==> src/rtl/cmd_decoder_if.sv <==
// -----------------------------------------------------------------------------
// cmd_decoder_if
// Bundles the DDR4-style command pins and the decoded strobe outputs of
// cmd_decoder.
//   master : command source. Drives i_* pins and receives o_* strobes.
//   slave  : the decoder. Samples i_* pins and drives o_* strobes.
// Pins   : i_cke, i_cs_n, i_act_n, i_ras_n, i_cas_n, i_we_n, i_bg, i_ba,
//          i_a10, i_par
// Strobes: o_act/o_rd/o_rda/o_wr/o_wra/o_pr (NBANKS-wide, one-hot per bank),
//          o_pra/o_ref/o_srf/o_pd/o_pdx/o_mrw/o_ckeh/o_ckel (broadcast),
//          o_pmode (power mode), o_err (illegal pulse),
//          o_err_cnt (saturating illegal count)
// -----------------------------------------------------------------------------
interface cmd_decoder_if #(
  parameter int BGW = 2,
  parameter int BAW = 2
);
  localparam int NBANKS = 2**(BGW+BAW);

  logic              i_cke;
  logic              i_cs_n;
  logic              i_act_n;
  logic              i_ras_n;
  logic              i_cas_n;
  logic              i_we_n;
  logic [BGW-1:0]    i_bg;
  logic [BAW-1:0]    i_ba;
  logic              i_a10;
  logic              i_par;

  logic [NBANKS-1:0] o_act;
  logic [NBANKS-1:0] o_rd;
  logic [NBANKS-1:0] o_rda;
  logic [NBANKS-1:0] o_wr;
  logic [NBANKS-1:0] o_wra;
  logic [NBANKS-1:0] o_pr;
  logic              o_pra;
  logic              o_ref;
  logic              o_srf;
  logic              o_pd;
  logic              o_pdx;
  logic              o_mrw;
  logic              o_ckeh;
  logic              o_ckel;
  logic [1:0]        o_pmode;
  logic              o_err;
  logic [7:0]        o_err_cnt;

  modport master (
    output i_cke, i_cs_n, i_act_n, i_ras_n, i_cas_n, i_we_n, i_bg, i_ba, i_a10, i_par,
    input  o_act, o_rd, o_rda, o_wr, o_wra, o_pr,
    input  o_pra, o_ref, o_srf, o_pd, o_pdx, o_mrw, o_ckeh, o_ckel,
    input  o_pmode, o_err, o_err_cnt
  );

  modport slave (
    input  i_cke, i_cs_n, i_act_n, i_ras_n, i_cas_n, i_we_n, i_bg, i_ba, i_a10, i_par,
    output o_act, o_rd, o_rda, o_wr, o_wra, o_pr,
    output o_pra, o_ref, o_srf, o_pd, o_pdx, o_mrw, o_ckeh, o_ckel,
    output o_pmode, o_err, o_err_cnt
  );
endinterface

==> src/rtl/cmd_decoder.sv <==
// -----------------------------------------------------------------------------
// cmd_decoder
// Front-end command decoder feeding the per-bank timing FSMs. Command pins are
// registered on edge N, decoded and registered as one-cycle strobes on edge
// N+1. Tracks the rank power mode (NORMAL / PWRDN / SELFREF) so CKE edges are
// classified as power-down / self-refresh entry or exit, and counts illegal
// commands in a saturating 8-bit counter.
// Ports:
//   clk   : clock
//   rst_n : asynchronous active-low reset
//   bus   : cmd_decoder_if.slave (command pins in, strobes out)
// Optional feature:
//   CMD_PARITY_EN : when defined, even parity over
//                   {act_n, ras_n, cas_n, we_n, bg, ba, a10, par} is checked
//                   on selected NORMAL-mode cycles; a mismatch suppresses the
//                   command and raises err. Without it, par is ignored.
// -----------------------------------------------------------------------------
module cmd_decoder #(
  parameter int BGW    = 2,
  parameter int BAW    = 2,
  parameter int NBANKS = 2**(BGW+BAW)
) (
  input  logic         clk,
  input  logic         rst_n,
  cmd_decoder_if.slave bus
);

  typedef enum logic [1:0] {
    PM_NORMAL  = 2'd0,
    PM_PWRDN   = 2'd1,
    PM_SELFREF = 2'd2
  } pmode_e;

`ifdef CMD_PARITY_EN
  localparam int PW = 4 + BGW + BAW + 2;

  // Even parity: any odd number of ones across the command word is an error.
  function automatic logic f_par_err(input logic [PW-1:0] v);
    return ^v;
  endfunction
`endif

  // Sampled pins (edge N)
  logic              r_cke;
  logic              r_cke_q;
  logic              r_cs_n;
  logic              r_act_n;
  logic              r_ras_n;
  logic              r_cas_n;
  logic              r_we_n;
  logic [BGW-1:0]    r_bg;
  logic [BAW-1:0]    r_ba;
  logic              r_a10;
`ifdef CMD_PARITY_EN
  logic              r_par;
`endif

  // Registered strobes and state (edge N+1)
  logic [NBANKS-1:0] r_act, r_rd, r_rda, r_wr, r_wra, r_pr;
  logic              r_pra, r_ref, r_srf, r_pd, r_pdx, r_mrw, r_ckeh, r_ckel;
  logic              r_err;
  logic [7:0]        r_err_cnt;
  pmode_e            r_pmode;

  // Decode results
  logic [NBANKS-1:0] w_act, w_rd, w_rda, w_wr, w_wra, w_pr;
  logic              w_pra, w_ref, w_srf, w_pd, w_pdx, w_mrw, w_ckeh, w_ckel;
  logic              w_err;
  pmode_e            w_pmode_nxt;

  logic [BGW+BAW-1:0] w_bank;
  logic [2:0]         w_rcw;
  logic               w_sel;
  logic               w_is_nop;
  logic               w_is_ref;
  logic               w_par_bad;

  assign w_bank   = {r_bg, r_ba};
  assign w_rcw    = {r_ras_n, r_cas_n, r_we_n};
  assign w_sel    = ~r_cs_n;
  assign w_is_nop = r_act_n & (w_rcw == 3'b111);
  assign w_is_ref = r_act_n & (w_rcw == 3'b001);

`ifdef CMD_PARITY_EN
  assign w_par_bad = f_par_err({r_act_n, r_ras_n, r_cas_n, r_we_n, r_bg, r_ba, r_a10, r_par});
`else
  assign w_par_bad = 1'b0;
`endif

  // Input sampling stage; cke_q tracks the previously sampled cke.
  always_ff @(posedge clk or negedge rst_n) begin
    if (!rst_n) begin
      r_cke   <= 1'b1;
      r_cke_q <= 1'b1;
      r_cs_n  <= 1'b1;
      r_act_n <= 1'b1;
      r_ras_n <= 1'b1;
      r_cas_n <= 1'b1;
      r_we_n  <= 1'b1;
      r_bg    <= '0;
      r_ba    <= '0;
      r_a10   <= 1'b0;
`ifdef CMD_PARITY_EN
      r_par   <= 1'b0;
`endif
    end else begin
      r_cke   <= bus.i_cke;
      r_cke_q <= r_cke;
      r_cs_n  <= bus.i_cs_n;
      r_act_n <= bus.i_act_n;
      r_ras_n <= bus.i_ras_n;
      r_cas_n <= bus.i_cas_n;
      r_we_n  <= bus.i_we_n;
      r_bg    <= bus.i_bg;
      r_ba    <= bus.i_ba;
      r_a10   <= bus.i_a10;
`ifdef CMD_PARITY_EN
      r_par   <= bus.i_par;
`endif
    end
  end

  // Power-mode next state and command decode; CKE classification wins over
  // command decode so at most one event is reported per cycle.
  always_comb begin
    w_act       = '0;
    w_rd        = '0;
    w_rda       = '0;
    w_wr        = '0;
    w_wra       = '0;
    w_pr        = '0;
    w_pra       = 1'b0;
    w_ref       = 1'b0;
    w_srf       = 1'b0;
    w_pd        = 1'b0;
    w_pdx       = 1'b0;
    w_mrw       = 1'b0;
    w_ckeh      = 1'b0;
    w_ckel      = 1'b0;
    w_err       = 1'b0;
    w_pmode_nxt = r_pmode;

    case (r_pmode)
      PM_NORMAL: begin
        if (!r_cke_q) begin
          // cke low while NORMAL only happens after a rejected entry: NOP.
          w_err = 1'b0;
        end else if (w_sel && w_par_bad) begin
          w_err = 1'b1;
        end else if (!r_cke) begin
          if (!w_sel || w_is_nop) begin
            w_pd        = 1'b1;
            w_ckel      = 1'b1;
            w_pmode_nxt = PM_PWRDN;
          end else if (w_is_ref) begin
            w_srf       = 1'b1;
            w_ckel      = 1'b1;
            w_pmode_nxt = PM_SELFREF;
          end else begin
            w_err = 1'b1;
          end
        end else if (w_sel) begin
          if (!r_act_n) begin
            w_act[w_bank] = 1'b1;
          end else begin
            case (w_rcw)
              3'b000: w_mrw = 1'b1;
              3'b001: w_ref = 1'b1;
              3'b010: begin
                if (r_a10) begin
                  w_pra = 1'b1;
                end else begin
                  w_pr[w_bank] = 1'b1;
                end
              end
              3'b011: w_err = 1'b1;
              3'b100: begin
                if (r_a10) begin
                  w_wra[w_bank] = 1'b1;
                end else begin
                  w_wr[w_bank] = 1'b1;
                end
              end
              3'b101: begin
                if (r_a10) begin
                  w_rda[w_bank] = 1'b1;
                end else begin
                  w_rd[w_bank] = 1'b1;
                end
              end
              default: w_err = 1'b0; // 110 ZQ and 111 NOP carry no strobe
            endcase
          end
        end else begin
          w_err = 1'b0; // deselect
        end
      end
      PM_PWRDN, PM_SELFREF: begin
        // Pins other than cke are ignored while in a low-power mode; cke can
        // only be high here on the rising edge, which is the exit cycle.
        if (!r_cke) begin
          w_ckel = 1'b1;
        end else begin
          if (r_pmode == PM_PWRDN) begin
            w_pdx = 1'b1;
          end else begin
            w_ckeh = 1'b1;
          end
          w_pmode_nxt = PM_NORMAL;
        end
      end
      default: w_pmode_nxt = PM_NORMAL;
    endcase
  end

  // Strobe output registers and power-mode state.
  always_ff @(posedge clk or negedge rst_n) begin
    if (!rst_n) begin
      r_act   <= '0;
      r_rd    <= '0;
      r_rda   <= '0;
      r_wr    <= '0;
      r_wra   <= '0;
      r_pr    <= '0;
      r_pra   <= 1'b0;
      r_ref   <= 1'b0;
      r_srf   <= 1'b0;
      r_pd    <= 1'b0;
      r_pdx   <= 1'b0;
      r_mrw   <= 1'b0;
      r_ckeh  <= 1'b0;
      r_ckel  <= 1'b0;
      r_err   <= 1'b0;
      r_pmode <= PM_NORMAL;
    end else begin
      r_act   <= w_act;
      r_rd    <= w_rd;
      r_rda   <= w_rda;
      r_wr    <= w_wr;
      r_wra   <= w_wra;
      r_pr    <= w_pr;
      r_pra   <= w_pra;
      r_ref   <= w_ref;
      r_srf   <= w_srf;
      r_pd    <= w_pd;
      r_pdx   <= w_pdx;
      r_mrw   <= w_mrw;
      r_ckeh  <= w_ckeh;
      r_ckel  <= w_ckel;
      r_err   <= w_err;
      r_pmode <= w_pmode_nxt;
    end
  end

  // Saturating illegal-command counter.
  always_ff @(posedge clk or negedge rst_n) begin
    if (!rst_n) begin
      r_err_cnt <= 8'd0;
    end else if (w_err && (r_err_cnt != 8'hFF)) begin
      r_err_cnt <= r_err_cnt + 8'd1;
    end else begin
      r_err_cnt <= r_err_cnt;
    end
  end

  assign bus.o_act     = r_act;
  assign bus.o_rd      = r_rd;
  assign bus.o_rda     = r_rda;
  assign bus.o_wr      = r_wr;
  assign bus.o_wra     = r_wra;
  assign bus.o_pr      = r_pr;
  assign bus.o_pra     = r_pra;
  assign bus.o_ref     = r_ref;
  assign bus.o_srf     = r_srf;
  assign bus.o_pd      = r_pd;
  assign bus.o_pdx     = r_pdx;
  assign bus.o_mrw     = r_mrw;
  assign bus.o_ckeh    = r_ckeh;
  assign bus.o_ckel    = r_ckel;
  assign bus.o_pmode   = r_pmode;
  assign bus.o_err     = r_err;
  assign bus.o_err_cnt = r_err_cnt;

endmodule
==> src/flat_wrapper.sv <==
// flat-port wrapper written by rule: the top's interface ports become plain ports
module cmd_decoder_flat 
#(
  parameter int BGW    = 2,
  parameter int BAW    = 2,
  parameter int NBANKS = 2**(BGW+BAW)
)
  (clk, rst_n, bus_i_cke, bus_i_cs_n, bus_i_act_n, bus_i_ras_n, bus_i_cas_n, bus_i_we_n, bus_i_bg, bus_i_ba, bus_i_a10, bus_i_par, bus_o_act, bus_o_rd, bus_o_rda, bus_o_wr, bus_o_wra, bus_o_pr, bus_o_pra, bus_o_ref, bus_o_srf, bus_o_pd, bus_o_pdx, bus_o_mrw, bus_o_ckeh, bus_o_ckel, bus_o_pmode, bus_o_err, bus_o_err_cnt);
  cmd_decoder_if #(.BGW(BGW), .BAW(BAW)) bus_i ();
  input  logic clk;
  input  logic rst_n;
  input wire logic [$bits(bus_i.i_cke)-1:0] bus_i_cke;
  input wire logic [$bits(bus_i.i_cs_n)-1:0] bus_i_cs_n;
  input wire logic [$bits(bus_i.i_act_n)-1:0] bus_i_act_n;
  input wire logic [$bits(bus_i.i_ras_n)-1:0] bus_i_ras_n;
  input wire logic [$bits(bus_i.i_cas_n)-1:0] bus_i_cas_n;
  input wire logic [$bits(bus_i.i_we_n)-1:0] bus_i_we_n;
  input wire logic [$bits(bus_i.i_bg)-1:0] bus_i_bg;
  input wire logic [$bits(bus_i.i_ba)-1:0] bus_i_ba;
  input wire logic [$bits(bus_i.i_a10)-1:0] bus_i_a10;
  input wire logic [$bits(bus_i.i_par)-1:0] bus_i_par;
  output wire logic [$bits(bus_i.o_act)-1:0] bus_o_act;
  output wire logic [$bits(bus_i.o_rd)-1:0] bus_o_rd;
  output wire logic [$bits(bus_i.o_rda)-1:0] bus_o_rda;
  output wire logic [$bits(bus_i.o_wr)-1:0] bus_o_wr;
  output wire logic [$bits(bus_i.o_wra)-1:0] bus_o_wra;
  output wire logic [$bits(bus_i.o_pr)-1:0] bus_o_pr;
  output wire logic [$bits(bus_i.o_pra)-1:0] bus_o_pra;
  output wire logic [$bits(bus_i.o_ref)-1:0] bus_o_ref;
  output wire logic [$bits(bus_i.o_srf)-1:0] bus_o_srf;
  output wire logic [$bits(bus_i.o_pd)-1:0] bus_o_pd;
  output wire logic [$bits(bus_i.o_pdx)-1:0] bus_o_pdx;
  output wire logic [$bits(bus_i.o_mrw)-1:0] bus_o_mrw;
  output wire logic [$bits(bus_i.o_ckeh)-1:0] bus_o_ckeh;
  output wire logic [$bits(bus_i.o_ckel)-1:0] bus_o_ckel;
  output wire logic [$bits(bus_i.o_pmode)-1:0] bus_o_pmode;
  output wire logic [$bits(bus_i.o_err)-1:0] bus_o_err;
  output wire logic [$bits(bus_i.o_err_cnt)-1:0] bus_o_err_cnt;
  assign bus_i.i_cke = bus_i_cke;
  assign bus_i.i_cs_n = bus_i_cs_n;
  assign bus_i.i_act_n = bus_i_act_n;
  assign bus_i.i_ras_n = bus_i_ras_n;
  assign bus_i.i_cas_n = bus_i_cas_n;
  assign bus_i.i_we_n = bus_i_we_n;
  assign bus_i.i_bg = bus_i_bg;
  assign bus_i.i_ba = bus_i_ba;
  assign bus_i.i_a10 = bus_i_a10;
  assign bus_i.i_par = bus_i_par;
  assign bus_o_act = bus_i.o_act;
  assign bus_o_rd = bus_i.o_rd;
  assign bus_o_rda = bus_i.o_rda;
  assign bus_o_wr = bus_i.o_wr;
  assign bus_o_wra = bus_i.o_wra;
  assign bus_o_pr = bus_i.o_pr;
  assign bus_o_pra = bus_i.o_pra;
  assign bus_o_ref = bus_i.o_ref;
  assign bus_o_srf = bus_i.o_srf;
  assign bus_o_pd = bus_i.o_pd;
  assign bus_o_pdx = bus_i.o_pdx;
  assign bus_o_mrw = bus_i.o_mrw;
  assign bus_o_ckeh = bus_i.o_ckeh;
  assign bus_o_ckel = bus_i.o_ckel;
  assign bus_o_pmode = bus_i.o_pmode;
  assign bus_o_err = bus_i.o_err;
  assign bus_o_err_cnt = bus_i.o_err_cnt;
  cmd_decoder #(.BGW(BGW), .BAW(BAW), .NBANKS(NBANKS)) u_core (.clk(clk), .rst_n(rst_n), .bus(bus_i));
endmodule
==> config.mk <==
export PLATFORM = sky130hd
export DESIGN_NAME = cmd_decoder_flat
export DESIGN_NICKNAME = d
export VERILOG_FILES = /design/src/rtl/cmd_decoder_if.sv /design/src/rtl/cmd_decoder.sv /design/src/flat_wrapper.sv
export SDC_FILE = /design/constraint.sdc
export NUM_CORES = 1
export LEC_CHECK = 0
export CAP_MARGIN = 5
export CORE_MARGIN = 1.5
export CORE_UTILIZATION = 45
export DETAILED_ROUTE_END_ITERATION = 6
export DONT_BUFFER_PORTS = 1
export PLACE_DENSITY = 0.72
export RECOVER_POWER = 25
export SYNTH_ARGS = -nofsm -noshare
export SYNTH_HDL_FRONTEND = slang
export SYNTH_SLANG_ARGS = --single-unit
==> constraint.sdc <==
create_clock -name clk -period 1.76 [get_ports clk]
set_input_delay 0.088 -clock clk [delete_from_list [all_inputs] [get_ports clk]]
set_output_delay 0.088 -clock clk [all_outputs]
set_load 0.01 [all_outputs]
## After elaboration in Yosys (flattened, before gate mapping)

Cells that the tools add are included.

- Magnitude comparators: 2
- Multiplexer cells: 92
- Reductions and logical operators: 7
- Bitwise operators: 2
- Equality and inequality tests: 13
- $add $sub $neg: 1

Operators by type and width:

| operator | count |
|---|---|
| $mux W16 | 37 |
| $mux W1 | 47 |
| $mux W2 | 5 |
| $eq A3 B3 Y1 const B | 3 |
| $add A8 B1 Y8 const B | 1 |
| $ne A8 B8 Y1 const B | 1 |
| $eq A3 B2 Y1 const B | 2 |
| $lt A4 B5 Y1 const B | 1 |
| $demux W1 S4 | 1 |
| $ge A4 B1 Y1 const B | 1 |
| $ne A2 B1 Y1 const B | 2 |
| $pmux W2 S2 | 1 |
| $reduce_and A4 Y1 | 1 |
| $eq A3 B1 Y1 const B | 1 |
| $logic_not A3 Y1 | 1 |
| $ne A3 B1 Y1 const B | 1 |
| $and A1 B1 Y1 | 2 |
| $eq A2 B1 Y1 const B | 1 |
| $eq A2 B2 Y1 const B | 1 |
| $logic_and A1 B1 Y1 | 2 |
| $logic_not A2 Y1 | 1 |
| $ne A2 B2 Y1 const B | 1 |
| $pmux W1 S2 | 1 |
| $reduce_or A2 Y1 | 1 |
| $logic_or A1 B1 Y1 | 1 |

- Output and inout port bits: 115
- Word-level logic and storage cells: 144
- Input port bits: 14
- Register bits after elaboration: 127

## Depth between registers and ports, before layout

Gate-level depths: netlist (run 1).

- Depth after elaboration: 11
- Mapped depth: 8
- Depth with buffers taken out: 7

## Least setup slack after synthesis (run 1)

No wires, ideal clock.

- Path kind: flip-flop to flip-flop
- Start point: reg u_core.r_pmode[1], in the netlist u_core.bus.o_pmode[1]
- End point: reg u_core.r_rda[12], in the netlist u_core.bus.o_rda[12]
- Path buffers: 2
- Setup slack: -0.147 ns
- Arrival: 1.837 ns
- Library setup time: 0.069 ns
- Cell stages (with the launch flop): 9
- Clock period less this slack: 1.907 ns
- Data required time: 1.691 ns
- Path through: dfrtp_1 inv_1 ha_1 and3b_2 nand2_2 or4b_4 buf_6 buf_12 nor2_4

- Longest elaborated chain between the ends: 2

RTL lines:

| item | line | RTL |
|---|---|---|
| from (decl) | cmd_decoder.sv:63 | `pmode_e r_pmode;` |
| from (signal assigned) | cmd_decoder.sv:251 | `r_pmode <= w_pmode_nxt;` |
| $logic_not A2 Y1 | cmd_decoder.sv:143 | `case (r_pmode)` |
| $mux W16 | cmd_decoder.sv:143 |  |
| via u_core.w_rda[12] | cmd_decoder.sv:66 | `logic [NBANKS-1:0] w_act, w_rd, w_rda, w_wr, w_wra, w_pr;` |
| to (signal assigned) | cmd_decoder.sv:238 | `r_rda <= w_rda;` |
| to (decl) | cmd_decoder.sv:59 | `logic [NBANKS-1:0] r_act, r_rd, r_rda, r_wr, r_wra, r_pr;` |

The timed path passes the listed nets, and every way through them passes these cells.
A chain may end at the register's enable or synchronous reset.

## Worst setup path in the final report (run 1)

- Start point: reg u_core.r_pmode[0], in the netlist u_core.bus.o_pmode[0]
- End point: reg u_core.r_rda[0], in the netlist u_core.bus.o_rda[0]

The elaborated chain is that of the path after synthesis.

==> qor_table.md, run 1 <==
| Item | Value | Unit |
| --- | --- | --- |
| First drt pass iteration count | 4 | - |
| Number of clock sinks | 127 | - |
| Slew at the pin closest to its max-slew limit | 404 | ps |
| Critical Path Sink Type | register | - |
| Final Cycle Share | 99.6 | % |
| Max-cap violations | 0 | - |
| First-pass GRT wire length | 15,100 | um |
| Total wire length | 9340 | um |
| Violations in the final reports | negative hold slack | - |
| Element type at the critical path start | register | - |
| Standard cell with the maximum stage delay on the critical path | or4b_4 | - |
| Detailed placement HPWL | 6030 | um |
| Worst-case register-to-register setup slack | 8 | ps |
| Switching share of power | 25.0 | % |
| Final slew viol count | 0 | - |
| Via count of the first global-routing pass | 2,907 | - |
| Startpoint of the most critical setup path | u_core.bus.o_pmode[0] | - |
| Hold violation count in the final report | 127 | - |
| Number of buffers created by CTS | 17 | - |
| DIE WIDTH | 102 | um |
| Total DRC errors in the routed layout | 0 | - |
| Worst reg2reg startpoint | u_core.bus.o_pmode[0] | - |
| GRT Residual Overflow | 0 | - |
| Total Nets Final | 416 | - |
| Share of synthesized area occupied by flip-flops and latches | 72.2 | % |
| DRC marker count from the first detailed-route iteration | 86 | - |
| #FFs+latches synth | 127 | - |
| Ports | 129 | - |
| Vias per Instance | 5.08 | - |
| Delay of the slowest cell on the worst path | 540 | ps |
| Area of the core | 9370 | um2 |
| Buffers on Ports | 0 | - |
| Hold_ws | -736 | ps |
| Leakage Power | 2.51 | nW |
| Initial core utilization | 47.1 | % |
| FF-to-FF End | u_core.bus.o_rda[0] | - |
| Number of enable-type register cells in the synthesized netlist | 0 | - |
| Ys Warns | 0 | - |
| Root buffer selected by CTS | clkbuf_8 | - |
| Total standard cell area after synthesis | 4420 | um2 |
| Pin count of the biggest net entering global routing | 128 | - |
| Largest vdd supply drop | 0.807 | mV |
| Distinct cells, synth | 42 | - |
| Total global-route track usage | 19.6 | % |
| Sequential cell fraction of total power | 44.2 | % |
| Total negative slack for setup checks | 0 | ps |
| Setup slack of the critical path after layout | 7.50 | ps |
| Placed Cells incl. Taps | 491 | - |
| Async set-reset flop share out of synthesis | 100 | % |
| Peak fanout along the critical path | 8 | - |
| Most frequent standard cell in the layout excluding fill and tap cells | dfrtp_1 | - |
| Outcome | complete, but fails checks | - |
| Internal power consumption | 5.29 | mW |
| Commonest cells after routing, fill and taps aside | 120 x dfrtp_1, 88 x nor2_1, 30 x buf_4 | - |
| Number of cell instances on the worst register-to-register path | 7 | - |
| Final setup vio count | 0 | - |
| Power density over the cells | 1280 | nW/um2 |
| Routability Congestion | 0.856 | - |
| Rel. slew slack | 73.0 | % |
| Ordered cell list for the critical path | inv_2 -> ha_4 -> and3b_2 -> nand2_2 -> or4b_4 -> buf_12 -> nor2_2 | - |
| Layout-stage area growth over the synthesis result | 24.3 | % |
| Clock edge transition at the registers on the reported setup and hold paths | 60 | ps |
| Total inserted antenna cells | 0 | - |
| Setup repair after global routing missed its margin | true | - |
| Fraction of layout cells with a size suffix above 1 | 24.8 | % |
| Skew-Pair Late Insertion Delay | 510 | ps |
| Primary FF master, synth | dfrtp_1 | - |
| Synthesized area per cell | 12.4 | um2 |
| Std-Cell Rows | 35 | - |
| Mean routed wirelength per cell | 17.3 | um |
| Non-filler cells, final | 540 | - |
| FILL cells | 794 | - |
| Minimum clock period | 1750 | ps |
| Antenna violations before repair | 0 | - |
| Post-synthesis net count | 375 | - |
| Maximum number of buffers from clock root to sink | 2 | - |
| Clock Power Share | 47.0 | % |
| CP required | 2200 | ps |
| Path type of the worst min-delay path | primary input to async pin | - |
| Net load switching power | 1.77 | mW |
| Post-detailed-route count of antenna-violating nets | 0 | - |
| Comb power frac | 8.8 | % |
| Die area | 10,400 | um2 |
| Worst Setup Slack post-DPL | -75.6 | ps |
| Clock Skews | 8.99 | ps |
| Vias | 2,745 | - |
| Count of hold buffers inserted by post-cts repair | 11 | - |
| CTS tree | built | - |
| Number of H-tree branching levels | 4 | - |
| Die height | 102 | um |
| Critical path type | register to register | - |
| Max Freq | 571 | MHz |
| Data arrival time at the worst-slack endpoint | 2200 | ps |
| Mapped Cells | 357 | - |
==> repair_timing <==
item,in CTS,in global routing
gates resized for setup,8,7
cloned,1,0
buffers inserted,4,1
pin swaps,2,1
endpoints found under the hold margin,138,127
endpoints found under the setup margin,18,21
==> cell usage after synthesis, drive strengths merged, types with 2 or more instances <==
master | count | area [um2]
a21oi | 3 | 15.0
a22o | 2 | 17.5
a31oi | 5 | 31.3
a41oi | 2 | 17.5
and4b | 2 | 20.0
buf | 8 | 62.6
clkbuf | 14 | 52.6
dfrtp | 120 | 3000
dfstp | 7 | 184
ha | 4 | 50.1
inv | 6 | 22.5
mux2 | 3 | 33.8
nand2 | 18 | 70.1
nand3 | 18 | 90.1
nand4 | 11 | 68.8
nor2 | 104 | 465
nor2b | 6 | 37.5
nor3 | 7 | 35.0
xnor2 | 2 | 17.5
==> flip-flops by register name, summed over array words and instances (netlist names), 2 cells and up <==
signal / cells
u_core.bus.o_pr: 16
u_core.bus.o_rd: 16
u_core.r_ba: 2
u_core.bus.o_act: 16
u_core.r_bg: 2
u_core.bus.o_rda: 16
u_core.bus.o_err_cnt: 8
u_core.bus.o_wr: 16
u_core.bus.o_pmode: 2
u_core.bus.o_wra: 16
==> worst max-delay path, delay by kind of cell (launching register included) <==
kind	cells	cell delay [ps]
flip-flops	1	400
AND/OR/NAND/NOR	4	890
adder cells (fa/ha/maj)	1	120
buffers and inverters	2	260
==> per-layer routing <==
| layer | vias up | GRT usage, % | wire length, um |
|---|---|---|---|
| met1 | 1352 | 23.2 | 3710 |
| met5 | - | 0 | 0 |
| li1 | 1252 | - | - |
| met3 | 21 | 8.28 | 849 |
| met4 | 0 | 8.32 | 197 |
| met2 | 120 | 31.5 | 4580 |
==> worst max-delay path by stage <==
stage                           end
2_1_floorplan  u_core.bus.o_rda[12]
3_3_place_gp   u_core.bus.o_rda[15]
3_5_place_dp    u_core.bus.o_rda[3]
4_1_cts        u_core.bus.o_rda[10]
5_1_grt         u_core.bus.o_rda[9]
6_report        u_core.bus.o_rda[0]
==> stage by stage <==
step	area (um2)	util [%]	power [mW]
3_5_place_dp	4690	50.0	3.69
3_3_place_gp	4690	50.0	3.67
6_report	5490	58.6	7.05
2_1_floorplan	4430	-	3.48
5_1_grt	5490	58.6	7.34
4_1_cts	5460	58.3	7.10
==> power by group through the flow <==
stage / Sequential, mW / Combinational [mW] / Clock, mW
3_3_place_gp: 3.16 / 0.512 / 0
6_report: 3.12 / 0.623 / 3.31
5_1_grt: 3.13 / 0.686 / 3.53
3_5_place_dp: 3.16 / 0.533 / 0
2_1_floorplan: 3.19 / 0.296 / 0
4_1_cts: 3.11 / 0.612 / 3.37
==> area by class of cell <==
class                           count  area (um2)  area share (%)
Timing Repair Buffer               44         403            7.34
Multi-Input combinational cell    202        1140            20.8
Tap cell                          129         161            2.94
Clock inverter                     14         145            2.64
Sequential cell                   127        3190            58.0
Clock buffer                       18         428            7.79
Inverter                            6        22.5           0.410
==> kinds of logic after synthesis <==
group	count (synthesis)	synth area share, %
compound gates	15	2.32
xor+xnor	3	0.595
fa+ha+maj	4	1.13
buf+inv	28	3.12
flops	127	72.2
mux	3	0.765
simple gates	177	19.9
(Power assumes the default switching activity.)
==> inputs of run 2 (changes only) <==
Settings changed: GPL_TIMING_DRIVEN set to 0.
==> run 2 against run 1 <==
The flow finishes with violations (negative hold slack, negative setup slack); combinational power down 15%; wire length grew 7.4%; global-route usage grew 0.76 points; sequential power increased by 2%; via count increased by 0.77%; count of clock-buffer cells in the layout shrank 1; worst hold slack better by 12 ps; register-to-register slack got worse by 120 ps; highest routed layer unchanged; clock power hardly changed; flip-flop and latch count stayed put; fmax shrank 6.3%; utilization rose by 1.8 points.
==> qor_table.md, run 2 (synthesis results as in run 1) <==
| Item | Value | Unit |
| --- | --- | --- |
| Outcome | complete, but fails checks | - |
| Violations in the final reports | negative hold slack, negative setup slack | - |
| Final Cycle Share | 106 | % |
| Number of clock sinks | 127 | - |
| First drt pass iteration count | 4 | - |
| Ordered cell list for the critical path | inv_2 -> ha_4 -> and3b_2 -> nand2_4 -> or4b_4 -> buf_12 -> nor2_4 | - |
| Die area | 10,400 | um2 |
| Max-cap violations | 0 | - |
| Path type of the worst min-delay path | primary input to async pin | - |
| Root buffer selected by CTS | clkbuf_8 | - |
| Pin count of the biggest net entering global routing | 128 | - |
| Final Core Density | 60.4 | % |
| Standard cell with the maximum stage delay on the critical path | or4b_4 | - |
| Clock edge transition at the registers on the reported setup and hold paths | 60 | ps |
| Ports | 129 | - |
| Slew at the pin closest to its max-slew limit | 500 | ps |
| Critical Path Sink Type | register | - |
| Delay of the slowest cell on the worst path | 550 | ps |
| Number of cell instances on the worst register-to-register path | 7 | - |
| Data arrival time at the worst-slack endpoint | 2300 | ps |
| Worst Setup Slack post-DPL | -512 | ps |
| Minimum clock period | 1870 | ps |
| Startpoint of the most critical setup path | u_core.bus.o_pmode[1] | - |
| Layout-stage area growth over the synthesis result | 28.1 | % |
| Total global-route track usage | 20.4 | % |
| Via count of the first global-routing pass | 2,906 | - |
| Hold_ws | -724 | ps |
| Sequential cell fraction of total power | 45.5 | % |
| GRT Residual Overflow | 0 | - |
| Leakage Power | 2.51 | nW |
| Antenna violations before repair | 0 | - |
| Switching share of power | 25.7 | % |
| Power density over the cells | 1240 | nW/um2 |
| Setup slack of the critical path after layout | -109 | ps |
| Total power draw | 7.01 | mW |
| Vias | 2,766 | - |
| Net load switching power | 1.81 | mW |
| Std-Cell Rows | 35 | - |
| Post-detailed-route count of antenna-violating nets | 0 | - |
| Count of hold buffers inserted by post-cts repair | 11 | - |
| Clock Power Share | 46.9 | % |
| Critical path type | register to register | - |
| CTS tree | built | - |
| Maximum number of buffers from clock root to sink | 2 | - |
| Comb power frac | 7.6 | % |
| Peak fanout along the critical path | 10 | - |
| FF-to-FF End | u_core.bus.o_rda[7] | - |
| Number of buffers created by CTS | 17 | - |
| Die height | 102 | um |
| DIE WIDTH | 102 | um |
| Multi-input combinational cell area | 1320 | um2 |
| Final slew viol count | 0 | - |
| First-pass GRT wire length | 15,700 | um |
| Sequential cell area | 3190 | um2 |
| Initial core utilization | 47.1 | % |
| Most frequent standard cell in the layout excluding fill and tap cells | dfrtp_1 | - |
| Commonest cells after routing, fill and taps aside | 118 x dfrtp_1, 63 x nor2_1, 21 x nor2_4 | - |
| Routability Congestion | 0.789 | - |
| Total DRC errors in the routed layout | 0 | - |
| Final setup vio count | 31 | - |
| DRC marker count from the first detailed-route iteration | 57 | - |
| Final design instance area without fill | 5660 | um2 |
| Worst reg2reg startpoint | u_core.bus.o_pmode[1] | - |
| Internal power consumption | 5.21 | mW |
| Skew-Pair Late Insertion Delay | 500 | ps |
| Max Freq | 535 | MHz |
| Total wire length | 10,000 | um |
| Setup repair after global routing missed its margin | true | - |
| Worst-case register-to-register setup slack | -110 | ps |
| Clock Skews | 7.57 | ps |
| Largest vdd supply drop | 0.805 | mV |
| Vias per Instance | 5.12 | - |
| Number of H-tree branching levels | 4 | - |
| Placed cell areas | 4590 | um2 |
| CP required | 2200 | ps |
| Hold violation count in the final report | 127 | - |
| Total Nets Final | 416 | - |
| Element type at the critical path start | register | - |
| Rel. slew slack | 66.6 | % |
| Buffers on Ports | 0 | - |
| FILL cells | 744 | - |
| Mean routed wirelength per cell | 18.6 | um |
| Area of the core | 9370 | um2 |
| Total inserted antenna cells | 0 | - |
| Fraction of layout cells with a size suffix above 1 | 32.6 | % |
| Detailed placement HPWL | 6020 | um |
-- run 2: worst max-delay path: cells and delay by family (launching register included) --
kind	cells	cell delay (ps)
AND/OR/NAND/NOR	4	910
flip-flops	1	460
buffers and inverters	2	290
adder cells (fa/ha/maj)	1	130
-- run 2: final cells by class --
class	instances	share of cell area (%)
clock buffers	17	7.32
clock inverters	15	2.65
repair buffers	29	4.86
inverters	6	0.398
well taps	129	2.85
multi-input cells	202	23.2
flip-flops and latches	127	56.4
plain buffers	15	2.32
-- run 2: worst max path at each step --
stage | end | slack [ps]
global placement | u_core.bus.o_pr[14] | -440
floorplan | u_core.bus.o_rda[12] | -130
global route | u_core.bus.o_rda[7] | -160
finish | u_core.bus.o_rda[7] | -110
CTS | u_core.bus.o_rda[7] | -150
detailed placement | u_core.bus.o_pr[8] | -510
-- run 2: timing repair --
item,4_1_cts,5_1_grt
cloned,1,0
buffers inserted,12,5
pin swaps,6,6
hold endpoints to repair,138,127
gates resized for setup,24,69
endpoints found under the setup margin,93,101
-- run 2: per-layer routing --
layer  routed length (um)  global-route usage [%]  vias up
met5                    0                       0        -
met4                   74                    6.64        0
met3                  695                    7.73        8
met2                 5200                    34.2       94
met1                 4060                    24.3     1412
li1                     -                       -     1252
-- run 2: per-stage QoR --
stage / cells / setup TNS, ps
floorplan: 357 / -1270
global placement: 486 / -19660
detailed placement: 486 / -22620
CTS: 537 / -2200
global route: 540 / -4110
finish: 540 / -1700
-- run 2: power by group through the flow --
stage / logic, mW / registers (mW) / clock network [mW]
floorplan: 0.296 / 3.19 / 0
detailed placement: 0.373 / 3.21 / 0
global route: 0.589 / 3.21 / 3.51
CTS: 0.453 / 3.18 / 3.33
finish: 0.532 / 3.19 / 3.29
global placement: 0.354 / 3.21 / 0
